### src/rtl/flit_fifo_arbiter.sv
`default_nettype none
// +---------------------------------------------------------------------------------+
// | flit_fifo_arbiter: packet-aware round-robin arbiter feeding one shared flit FIFO |
// | rev 1.0                                                                          |
// +---------------------------------------------------------------------------------+
module flit_fifo_arbiter #(
   parameter int N_REQ = 4,
   parameter int WIDTH = 34,
   parameter int CNT_W = 16
) (
   input  logic                   clk,
   input  logic                   arst,
   input  logic [N_REQ-1:0]       req_valid_i,
   input  logic [N_REQ*WIDTH-1:0] req_data_i,
   output logic [N_REQ-1:0]       req_ready_o,
   output logic                   fifo_write_o,
   output logic [WIDTH-1:0]       fifo_data_o,
   input  logic                   fifo_full_i,
   input  logic                   fifo_error_i,
   output logic [N_REQ-1:0]       grant_o,
   output logic                   locked_o,
   output logic [CNT_W-1:0]       pkt_cnt_o,
   output logic                   error_o
);

   localparam int IDX_W = (N_REQ > 1) ? $clog2(N_REQ) : 1;
   localparam logic [1:0] TYPE_HEAD = 2'b01;
   localparam logic [1:0] TYPE_TAIL = 2'b10;

   typedef enum logic [0:0] {
      IDLE   = 1'b0,
      LOCKED = 1'b1
   } state_t;

   state_t            state, state_nxt;
   logic [IDX_W-1:0]  rr_ptr, rr_nxt;
   logic [IDX_W-1:0]  owner, owner_nxt;
   logic [IDX_W-1:0]  win, cand;
   logic              found;
   logic              pkt_done, proto_err;
   logic [WIDTH-1:0]  flit  [N_REQ];
   logic [1:0]        ftype [N_REQ];
   logic [N_REQ-1:0]  eligible;

   // HEAD (01) and SINGLE (11) share bit 0, which marks a packet start
   for (genvar gi = 0; gi < N_REQ; gi++) begin : g_unpack
      assign flit[gi]     = req_data_i[gi*WIDTH +: WIDTH];
      assign ftype[gi]    = flit[gi][WIDTH-1 -: 2];
      assign eligible[gi] = req_valid_i[gi] & ftype[gi][0];
   end

   function automatic logic [IDX_W-1:0] rr_inc(input logic [IDX_W-1:0] x);
      return (x == IDX_W'(N_REQ - 1)) ? '0 : x + 1'b1;
   endfunction

   always_comb begin
      found = 1'b0;
      win   = '0;
      cand  = '0;
      for (int k = 0; k < N_REQ; k++) begin
         cand = IDX_W'((int'(rr_ptr) + k) % N_REQ);
         if (!found && eligible[cand]) begin
            found = 1'b1;
            win   = cand;
         end
      end
   end

   always_comb begin
      req_ready_o  = '0;
      fifo_write_o = 1'b0;
      fifo_data_o  = '0;
      state_nxt    = state;
      rr_nxt       = rr_ptr;
      owner_nxt    = owner;
      pkt_done     = 1'b0;
      proto_err    = 1'b0;
      if (arst) begin
         case (state)
            IDLE: begin
               if (found && !fifo_full_i) begin
                  req_ready_o[win] = 1'b1;
                  fifo_write_o     = 1'b1;
                  fifo_data_o      = flit[win];
                  if (ftype[win] == TYPE_HEAD) begin
                     state_nxt = LOCKED;
                     owner_nxt = win;
                  end else begin
                     pkt_done = 1'b1;
                     rr_nxt   = rr_inc(win);
                  end
               end
            end
            LOCKED: begin
               req_ready_o[owner] = ~fifo_full_i;
               if (req_valid_i[owner] && !fifo_full_i) begin
                  fifo_write_o = 1'b1;
                  fifo_data_o  = flit[owner];
                  if (ftype[owner] == TYPE_TAIL) begin
                     state_nxt = IDLE;
                     pkt_done  = 1'b1;
                     rr_nxt    = rr_inc(owner);
                  end else if (ftype[owner][0]) begin
                     // a new packet start inside a packet is forwarded as body
                     proto_err = 1'b1;
                  end
               end
            end
            default: state_nxt = IDLE;
         endcase
      end
   end

   always_ff @(posedge clk or negedge arst) begin
      if (!arst) begin
         state     <= IDLE;
         rr_ptr    <= '0;
         owner     <= '0;
         grant_o   <= '0;
         locked_o  <= 1'b0;
         pkt_cnt_o <= '0;
         error_o   <= 1'b0;
      end else begin
         state    <= state_nxt;
         rr_ptr   <= rr_nxt;
         owner    <= owner_nxt;
         locked_o <= (state_nxt == LOCKED);
         grant_o  <= (state_nxt == LOCKED) ? ({{(N_REQ-1){1'b0}}, 1'b1} << owner_nxt) : '0;
         if (pkt_done)
            pkt_cnt_o <= pkt_cnt_o + 1'b1;
         if (fifo_error_i || proto_err)
            error_o <= 1'b1;
      end
   end

endmodule
`default_nettype wire

### config.mk
export PLATFORM = sky130hd
export DESIGN_NAME = flit_fifo_arbiter
export DESIGN_NICKNAME = d
export VERILOG_FILES = /design/src/rtl/flit_fifo_arbiter.sv
export SDC_FILE = /design/constraint.sdc
export NUM_CORES = 1
export LEC_CHECK = 0
export ABC_AREA = 1
export CAP_MARGIN = 20
export CORE_MARGIN = 5
export CORE_UTILIZATION = 40
export DETAILED_ROUTE_END_ITERATION = 10
export GPL_TIMING_DRIVEN = 0
export PLACE_DENSITY = 0.79
export SLEW_MARGIN = 15
export SYNTH_ARGS = -nofsm -noshare
export SYNTH_HDL_FRONTEND = slang
export SYNTH_SLANG_ARGS = --single-unit
### constraint.sdc
create_clock -name clk -period 2.6 [get_ports clk]
set_input_delay 0.39 -clock clk [delete_from_list [all_inputs] [get_ports clk]]
set_output_delay 0.39 -clock clk [all_outputs]
set_load 0.005 [all_outputs]
==> results of run 1 <==
flip-flops by register name (all words and copies together), names as in the netlist:
name       flops
grant_o        4
state          1
rr_ptr         2
owner          2
error_o        1
pkt_cnt_o     16
critical path, stage by stage, from the launching register on:
cell     delay (ns)
dfrtp_2        0.48
buf_6          0.17
nand2_2        0.07
nand2_2        0.06
nand2_2        0.08
nand2_4        0.08
nand4_1        0.21
inv_1          0.08
nor2_2         0.16
inv_2          0.06
nor3_4         0.15
buf_6          0.17
buf_8          0.12
buf_6          0.10
nand3_2        0.07
o21ai_2        0.08
buf_2          0.14
power breakdown:
group / leakage, nW / total, mW / switching [mW] / internal (mW)
logic: 2.95 / 7.90 / 4.56 / 3.34
clock network: 0.0357 / 0.340 / 0.133 / 0.206
registers: 0.341 / 0.632 / 0.118 / 0.514
layer usage:
metal,track usage [%],vias up
met5,0,-
met3,5.464,56
met4,10.90,2
met1,35.53,2884
li1,-,3101
met2,45.27,323
how the worst min path moves through the flow:
stage / startpoint / end / slack, ns / depth (start not counted)
after global routing: arst / pkt_cnt_o[2] / 0.18 / 1
after floorplan: arst / error_o / 0.09 / 0
after global placement: error_o / error_o / 0.46 / 2
final: arst / pkt_cnt_o[14] / 0.13 / 1
after CTS: arst / pkt_cnt_o[14] / 0.14 / 1
after detailed placement: arst / pkt_cnt_o[11] / 0.44 / 1
cell type report:
type | count | area, sq um
repair inverters | 1 | 5.005
well taps | 136 | 170.2
flip-flops and latches | 26 | 651.9
clock buffers | 3 | 41.29
inverters | 58 | 230.2
repair buffers | 237 | 2166
fillers | 972 | 3332
plain buffers | 53 | 415.4
clock inverters | 1 | 30.03
multi-input cells | 649 | 3374
repair_timing:
action | 4_1_cts | 5_1_grt
setup buffers | 7 | 19
resized for setup | 250 | 80
cloned | 2 | 6
pin swaps | 6 | 28
endpoints found under the setup margin | 40 | 60
hold buffers | 0 | 0
cells by family after synthesis:
kind of cell               Yosys count  share of synthesized area [%]
AOI/OAI and AO/OA                  190                          24.48
buffers and inverters              114                          11.56
and+or+nand+nor                    434                          42.91
adders and majority gates            9                          2.620
muxes                                1                         0.2329
DFF                                 26                          15.14
xor gates and xnor gates            15                          3.057
synthesized netlist by cell type (all sizes together):
cell    number
dfrtp       26
nor2        53
inv         58
nand4        7
a32o         1
nand2      271
nor4         1
nand3b       1
nand3       95
mux2i        1
xor2         5
o22ai        1
clkbuf      30
o21ai       86
xnor2       10
buf         26
ha           9
a21oi       70
nor3         6
o211ai      32
metrics by stage:
step,hold slack (ns),instance area [sq um]
6_report,0.1305,7084
5_1_grt,0.1758,7084
4_1_cts,0.1436,6713
3_5_place_dp,0.4444,6505
3_3_place_gp,0.4592,6510
2_1_floorplan,0.09441,4298
==> flow_summary.ini, run 1 <==
[critical_path]
reg2reg_depth = 19
regToRegEndpoint = pkt_cnt_o[10]
worstSetupStartpoint = rr_ptr[0]
critical_path.max_fanout = 6
start_kind = register
worstSetupEndpoint = fifo_data_o[14]
cp.required_ns = 2.21
reg2reg_setup_slack_ns = -0.01
critical_path_class = reg2out
worstReg2RegStart = rr_ptr[0]
cp-end-kind = primary output
worstPathArrival_ns = 2.56

[clock_network]
clkTransAtPathRegs_ns = 0.10
insertion_delay_ns = 0.27
htree_levels = 1
cts-buffers-inserted = 3
cts_tree = built
cts.sinks = 26
clockBufferDepth = 2
clockRootBuffer = clkbuf_8

[power]
finalPower_mw = 8.872
ir_drop_mv = 0.7391
power_density_nw_per_um2 = 1252
power.leakage_nw = 3.324

[floorplanning]
die-area_sq_um = 12920
start_util_pct = 41.26
top_level_ports = 205
die_w_um = 113.7
rows = 37
fp.coreArea_sq_um = 10420
die_h_um = 113.7

[yosys]
ys.warnings.count = 0
synth_area_per_cell_sq_um = 5.447
ys_seq_elements = 26
synth_area_leaders = nand2_1 23%, dfrtp_1 15%, nand3_1 10%
synth_top_area_share_pct = 23.06
syn_area_sq_um = 4298
ys_types = 32
syn_nets = 942
yosysSeqAreaShare_pct = 15.14
synth_largest_area_cell = nand2_1
syn_inst = 789

[final_layout]
nets = 1182
antenna_cells = 0
syn_to_final_growth_pct = 64.83
final_common_cell = nand2_1
final_cell_mix = 248 x nand2_1, 156 x clkdlybuf4s50_1, 78 x nand3_1, 69 x a21oi_1, 53 x inv_1
final_util_pct = 68.01
drive_gt1_share_pct = 16.93
layout.cells.non_filler = 1164

[placed_design]
dp_slack_ns = -1.145
io_buffers = 204
dpl.cell_count = 1129
dp_hpwl_um = 14620
routabilityCongestion = 0.9669

[detailed_routing]
routedLengthMet1_um = 8059
via_per_inst = 5.469
wl_per_cell_um = 16.90
postRouteAntennaNets = 0
routed_wl_um = 19670
top_layer = met5
drt_first_pass_iters = 5
via_count = 6366
drtIter0Drc = 465
met3_length_um = 1614
drc = 0
wl_met2_um = 9179

[run_status]
violations = setup timing
status = finished, violations left

[global_routing]
grt_start_max_net_pins = 31
grt_pass1_vias = 5610
grt_util_all_layers_pct = 27.60
antenna_found_initial = 1
grt-ovfl-total = 0
grt_first_pass_wirelength_um = 29190

[sta]
min_period_ns = 2.951
rsz0062_at_grt = yes
finalWorstSetupSlack_ns = -0.3512
clock.fmax_mhz = 338.8
setup_viol = 43
finalSetupTns_ns = -11.38
finalHoldViolCount = 0
slew_headroom_pct = 56.76
worst_pin_slew_ns = 0.6486
finClkSkew_ns = 0.004839
maxSlewViolCount = 0
fin_crit_sh_pct = 113.5

[min_path]
min_path_type = in2async

[run]
cap_violations = 0
Note: power is estimated with default switching activity, not from simulation.
==> run 2: changes to the inputs <==
--- a/config.mk
+++ b/config.mk
@@ -8,10 +8,10 @@
 export ABC_AREA = 1
 export CAP_MARGIN = 20
 export CORE_MARGIN = 5
-export CORE_UTILIZATION = 40
+export CORE_UTILIZATION = 35
 export DETAILED_ROUTE_END_ITERATION = 10
 export GPL_TIMING_DRIVEN = 0
-export PLACE_DENSITY = 0.79
+export PLACE_DENSITY = 0.7
 export SLEW_MARGIN = 15
 export SYNTH_ARGS = -nofsm -noshare
 export SYNTH_HDL_FRONTEND = slang
==> constraint.sdc (replaced) <==
create_clock -name clk -period 3.2 [get_ports clk]
set_input_delay 0.48 -clock clk [delete_from_list [all_inputs] [get_ports clk]]
set_output_delay 0.48 -clock clk [all_outputs]
set_load 0.005 [all_outputs]
==> run 2 against run 1 <==
Net effect:
- the run now ends clean
- clock skew is 0.0026 ns lower
- final area fell by 4.5%
- via count shrank 3.2%
- global-route usage is 2.6 points lower
- critical endpoint is now fifo_data_o[17]
- sequential power shrank 19%
- utilization fell by 12 points
- flip-flop and latch count stayed put
- highest routed layer is now met4
- combinational power decreased by 29%
==> flow_summary.ini, run 2 (synthesized netlist as in run 1, its figures left out) <==
[run_status]
status = finished clean

[global_routing]
antenna_found_initial = 1
grt_start_max_net_pins = 31
grt_util_all_layers_pct = 25.01
grt_pass1_vias = 5684
grt-ovfl-total = 0
grt_first_pass_wirelength_um = 29640

[final_layout]
syn_to_final_growth_pct = 57.35
fin_area_sq_um = 6763
final_common_cell = nand2_1
largest-register = pkt_cnt_o
multiInputGateArea_sq_um = 3181
seqCellArea_sq_um = 651.9
nets = 1166
top_regs = pkt_cnt_o x16, grant_o x4
drive_gt1_share_pct = 9.792
largest_reg_flops = 16
final_util_pct = 56.30
final_cell_mix = 263 x nand2_1, 157 x clkdlybuf4s50_1, 86 x nand3_1, 77 x o21ai_0, 69 x a21oi_1
fill_cells = 1259

[detailed_routing]
wl_per_cell_um = 16.71
drtIter0Drc = 604
via_count = 6163
via_per_inst = 5.318
drc = 0
drt_first_pass_iters = 6
routed_wl_um = 19370
postRouteAntennaNets = 0

[min_path]
min_path_type = in2async

[placed_design]
routabilityCongestion = 0.9350
postPlaceCellArea_sq_um = 6519
dp_hpwl_um = 14760
dp_slack_ns = -0.7971
io_buffers = 204

[critical_path]
critical_path_class = reg2out
cp_common_cell = nand2_1
cp.required_ns = 2.72
crit_buf_inv = 5
cp-end-kind = primary output
regToRegEndpoint = pkt_cnt_o[1]
worstSetupStartpoint = rr_ptr[0]
start_kind = register
cpPeakStageDelay_ns = 0.44
reg2reg_depth = 19
worstPathArrival_ns = 2.70
worstReg2RegStart = rr_ptr[1]
reg2reg_setup_slack_ns = 0.66
critical_path.top_delay_family = buffers and inverters
worstSetupEndpoint = fifo_data_o[17]
cp.depth = 16
critical_path.max_fanout = 10
slowest_stage = dfrtp_2
crit_chain = buf_4 -> nand2_1 -> nand2_1 -> nand2_1 -> nand2_2 -> nand2_1 -> nand2_1 -> nand2_2 -> nand3_2 -> buf_6 -> buf_6 -> buf_6 -> o211ai_1 -> nand3_1 -> o21ai_0 -> dlygate4sd2_1

[clock_network]
clockBufferDepth = 2
insertion_delay_ns = 0.26
cts.sinks = 26
clkTransAtPathRegs_ns = 0.06
htree_levels = 1
hold_buffers = 0
clockRootBuffer = clkbuf_16
cts_tree = built
cts-buffers-inserted = 3

[sta]
fin_hold_ws_ns = 0.2484
min_period_ns = 3.183
worst_pin_slew_ns = 0.6604
fin_crit_sh_pct = 99.48
finalHoldViolCount = 0
finalWorstSetupSlack_ns = 0.01651
maxSlewViolCount = 0
clock.fmax_mhz = 314.1
rsz0062_at_grt = yes
setup_viol = 0
slew_headroom_pct = 55.97
finClkSkew_ns = 0.002204

[power]
swShare_pct = 56.30
power_density_nw_per_um2 = 942.4
ir_drop_mv = 0.5169
power_frac_seq_pct = 8.0
clock_power_share_pct = 4.3
p_int_mw = 2.785
p_sw_mw = 3.588
finalPower_mw = 6.374
power_frac_comb_pct = 87.7
power.leakage_nw = 3.139

[floorplanning]
rows = 40
die_w_um = 120.8
die-area_sq_um = 14600
start_util_pct = 35.78
fp.coreArea_sq_um = 12010
top_level_ports = 205
die_h_um = 120.8

[run]
cap_violations = 0
[run 2: cell types whose count changed in the layout (fill, tap and decap cells not counted), moves of 8 or more]
cell             delta
nand2_4             -9
o21ai_1            -18
o21ai_0            +27
dlygate4sd2_1       +9
clkdlybuf4s15_1     +9
nand3_1             +8
buf_2              -34
o21ai_2             -8
nand2_1            +15
[run 2: worst min-delay path by stage]
stage,start,to,slack (ns),cells after the start
finish,arst,pkt_cnt_o[11],0.25,1
global route,arst,pkt_cnt_o[12],0.30,1
CTS,arst,pkt_cnt_o[11],0.27,1
detailed placement,error_o,error_o,0.47,2
global placement,error_o,error_o,0.46,2
floorplan,arst,error_o,0.18,0
[run 2: layout make-up]
| cell class | count | share of cell area (%) |
|---|---|---|
| flip-flops and latches | 26 | 9.639 |
| well taps | 147 | 2.720 |
| clock buffers | 3 | 1.110 |
| repair buffers | 219 | 30.42 |
| plain buffers | 56 | 5.717 |
| multi-input cells | 649 | 47.03 |
| diodes | 1 | 0.03700 |
| inverters | 58 | 3.330 |
[run 2: timing repair]
action | 4_1_cts | 5_1_grt
pin swaps | 2 | 5
resized for setup | 107 | 55
cloned | 1 | 1
setup endpoints to repair | 38 | 38
setup buffers | 6 | 7
[run 2: worst reg2reg max path: stages (launching register included)]
cell and delay [ns]:
dfrtp_1 0.36, buf_4 0.16, inv_2 0.10, nand2_1 0.06
nand2_1 0.09, nand2_1 0.08, nand2_2 0.13, nand3_1 0.08
nand2_1 0.06, nand2_1 0.10, a21oi_4 0.34, buf_4 0.18
nand3_2 0.05, nand2_2 0.12, nand3_2 0.10, nand2_4 0.12
inv_2 0.05, buf_6 0.14, nand2_1 0.07, nand2_1 0.05
[run 2: power groups by stage]
stage               logic (mW)  registers [mW]  clock network (mW)
floorplan                 3.32           0.496                   0
global placement          5.10           0.508                   0
detailed placement        5.14           0.509                   0
CTS                       5.28           0.504               0.279
global route              6.13           0.522               0.297
finish                    5.59           0.509               0.275
[run 2: stage by stage]
stage / setup TNS [ns] / std cells
final: 0 / 1159
after CTS: 0 / 1150
after global placement: -38.84 / 1140
after floorplan: 0 / 789
after detailed placement: -24.44 / 1140
after global routing: -0.5982 / 1159
[run 2: layer usage]
layer	share of wire, %	vias up	GRT usage (%)
li1	-	3072	-
met4	3.2	0	7.365
met5	0	-	0
met2	46	303	40.90
met3	9.4	40	5.285
met1	41	2748	33.12
==> run 3: changes to the inputs <==
==> constraint.sdc (replaced) <==
create_clock -name clk -period 3.2 [get_ports clk]
set_input_delay 0.48 -clock clk [delete_from_list [all_inputs] [get_ports clk]]
set_output_delay 0.48 -clock clk [all_outputs]
set_load 0.05 [all_outputs]
==> run 3 against run 2 <==
Net effect:
- final area up 0.85%
- utilization up 0.48 points
- flip-flop and latch count unchanged
- global-route usage about the same
- worst setup slack better by 0.10 ns
- fmax up 3.3%
- total power up 17%
- critical endpoint is now fifo_data_o[21]
==> flow_summary.ini, run 3 (synthesized netlist as in run 1, its figures left out) <==
[critical_path]
start_kind = register
reg2reg_setup_slack_ns = 0.70
crit_chain = buf_4 -> nand2_1 -> nand2_2 -> nand2_1 -> nand2_4 -> nand4_1 -> buf_4 -> nand3_4 -> buf_8 -> buf_6 -> buf_6 -> o211ai_1 -> nand3_1 -> o21ai_0 -> buf_4
cp.required_ns = 2.72
cp-end-kind = primary output
crit_buf_inv = 6
critical_path.top_delay_family = buffers and inverters
cpPeakStageDelay_ns = 0.44
slowest_stage = dfrtp_2
critical_path_class = reg2out
worstPathArrival_ns = 2.60
cp_common_cell = buf_4
critical_path.max_fanout = 10

[clock_network]
cts.sinks = 26
cts-buffers-inserted = 3
htree_levels = 1
clockRootBuffer = clkbuf_16
clkTransAtPathRegs_ns = 0.06
clockBufferDepth = 2
insertion_delay_ns = 0.26
cts_tree = built

[final_layout]
final_common_cell = nand2_1
final_cell_mix = 262 x nand2_1, 156 x clkdlybuf4s50_1, 86 x nand3_1, 74 x o21ai_0, 69 x a21oi_1
drive_gt1_share_pct = 12.36
seqCellArea_sq_um = 651.9
nets = 1166
multiInputGateArea_sq_um = 3203
largest_reg_flops = 16
syn_to_final_growth_pct = 58.69
fill_cells = 1250
top_regs = pkt_cnt_o x16, grant_o x4
largest-register = pkt_cnt_o
fin_area_sq_um = 6820

[detailed_routing]
via_count = 6126
via_per_inst = 5.286
postRouteAntennaNets = 0
drt_first_pass_iters = 5
routed_wl_um = 19340
drtIter0Drc = 580
wl_per_cell_um = 16.68
drc = 0

[floorplanning]
die-area_sq_um = 14600
start_util_pct = 35.78
top_level_ports = 205
die_h_um = 120.8
rows = 40
fp.coreArea_sq_um = 12010
die_w_um = 120.8

[sta]
fin_crit_sh_pct = 96.27
setup_viol = 0
finClkSkew_ns = 0.003386
finalHoldViolCount = 0
finalSetupTns_ns = 0
fin_hold_ws_ns = 0.2426
worst_pin_slew_ns = 0.6518
clock.fmax_mhz = 324.6
maxSlewViolCount = 0
slew_headroom_pct = 56.55
min_period_ns = 3.080

[placed_design]
dp_hpwl_um = 14760
io_buffers = 204
postPlaceCellArea_sq_um = 6519
routabilityCongestion = 0.9350

[global_routing]
use_met1_pct = 32.92
grt_first_pass_wirelength_um = 29610
grt-ovfl-total = 0
grtUsageMet3_pct = 5.426
antenna_found_initial = 1
grt_pass1_vias = 5665
grt_start_max_net_pins = 31
grt.busiest_layer = met2
use_met2_pct = 40.80
grt_util_all_layers_pct = 24.99

[power]
p_int_mw = 2.958
power_density_nw_per_um2 = 1092
swShare_pct = 60.29
power.leakage_nw = 3.141
ir_drop_mv = 0.5618
p_sw_mw = 4.491
power_frac_comb_pct = 89.5
power_frac_seq_pct = 6.8
clock_power_share_pct = 3.7

[run_status]
status = finished clean

[min_path]
min_path_type = in2async

[run]
cap_violations = 0
-- run 3: changes by cell type in the layout (fill, tap and decap cells not counted), moves of 2 or more --
cell	delta
buf_4	+27
buf_6	+3
clkbuf_4	+3
buf_8	+2
clkdlybuf4s15_1	-4
clkbuf_1	-2
buf_2	-5
dlygate4sd2_1	-15
o21ai_2	+2
clkbuf_2	-6
o21ai_0	-3
-- run 3: path summary, 6_finish.rpt --
check                               start               to  depth (start not counted)
worst min-delay path                 arst    pkt_cnt_o[13]                          1
worst max-delay path            rr_ptr[0]  fifo_data_o[21]                         15
min in group clk                  error_o          error_o                          2
worst min register to register    error_o          error_o                          2
max in group asynchronous            arst        rr_ptr[0]                          1
worst max register to register  rr_ptr[1]        rr_ptr[1]                         15
-- run 3: timing repair --
action,4_1_cts,5_1_grt
setup buffers,5,8
hold buffers,0,0
gates cloned,0,2
setup endpoints to repair,39,38
pin swaps,2,6
gates resized for setup,283,86
-- run 3: cell type report --
type / count / area share (%)
Tap cell: 147 / 2.697
Clock buffer: 3 / 1.101
Sequential cell: 26 / 9.558
Inverter: 58 / 3.339
Multi-Input combinational cell: 649 / 46.96
Buffer: 56 / 5.724
Timing Repair Buffer: 219 / 30.58
Antenna cell: 1 / 0.03669
-- run 3: metal layers --
metal / vias up / wire length (um)
li1: 3068 / -
met1: 2723 / 7862
met2: 299 / 9000
met3: 36 / 1894
met4: 0 / 578
met5: - / 0
-- run 3: metrics by stage --
step	power, mW	worst slack, ns	util (%)	std cells
final	7.449	0.1195	56.78	1159
after global routing	8.030	-0.05790	56.78	1159
after CTS	6.878	0.003929	54.69	1148
after detailed placement	6.496	-1.099	54.27	1140
after global placement	6.457	-1.480	54.31	1140
after floorplan	4.659	0.03672	-	789
-- run 3: power by group through the flow --
stage                     Clock (mW)  Combinational [mW]  Sequential (mW)
after floorplan                    0                3.94            0.717
after global placement             0                5.95            0.508
after detailed placement           0                5.99            0.509
after CTS                      0.279                6.10            0.504
after global routing           0.297                7.21            0.522
final                          0.275                6.67            0.509
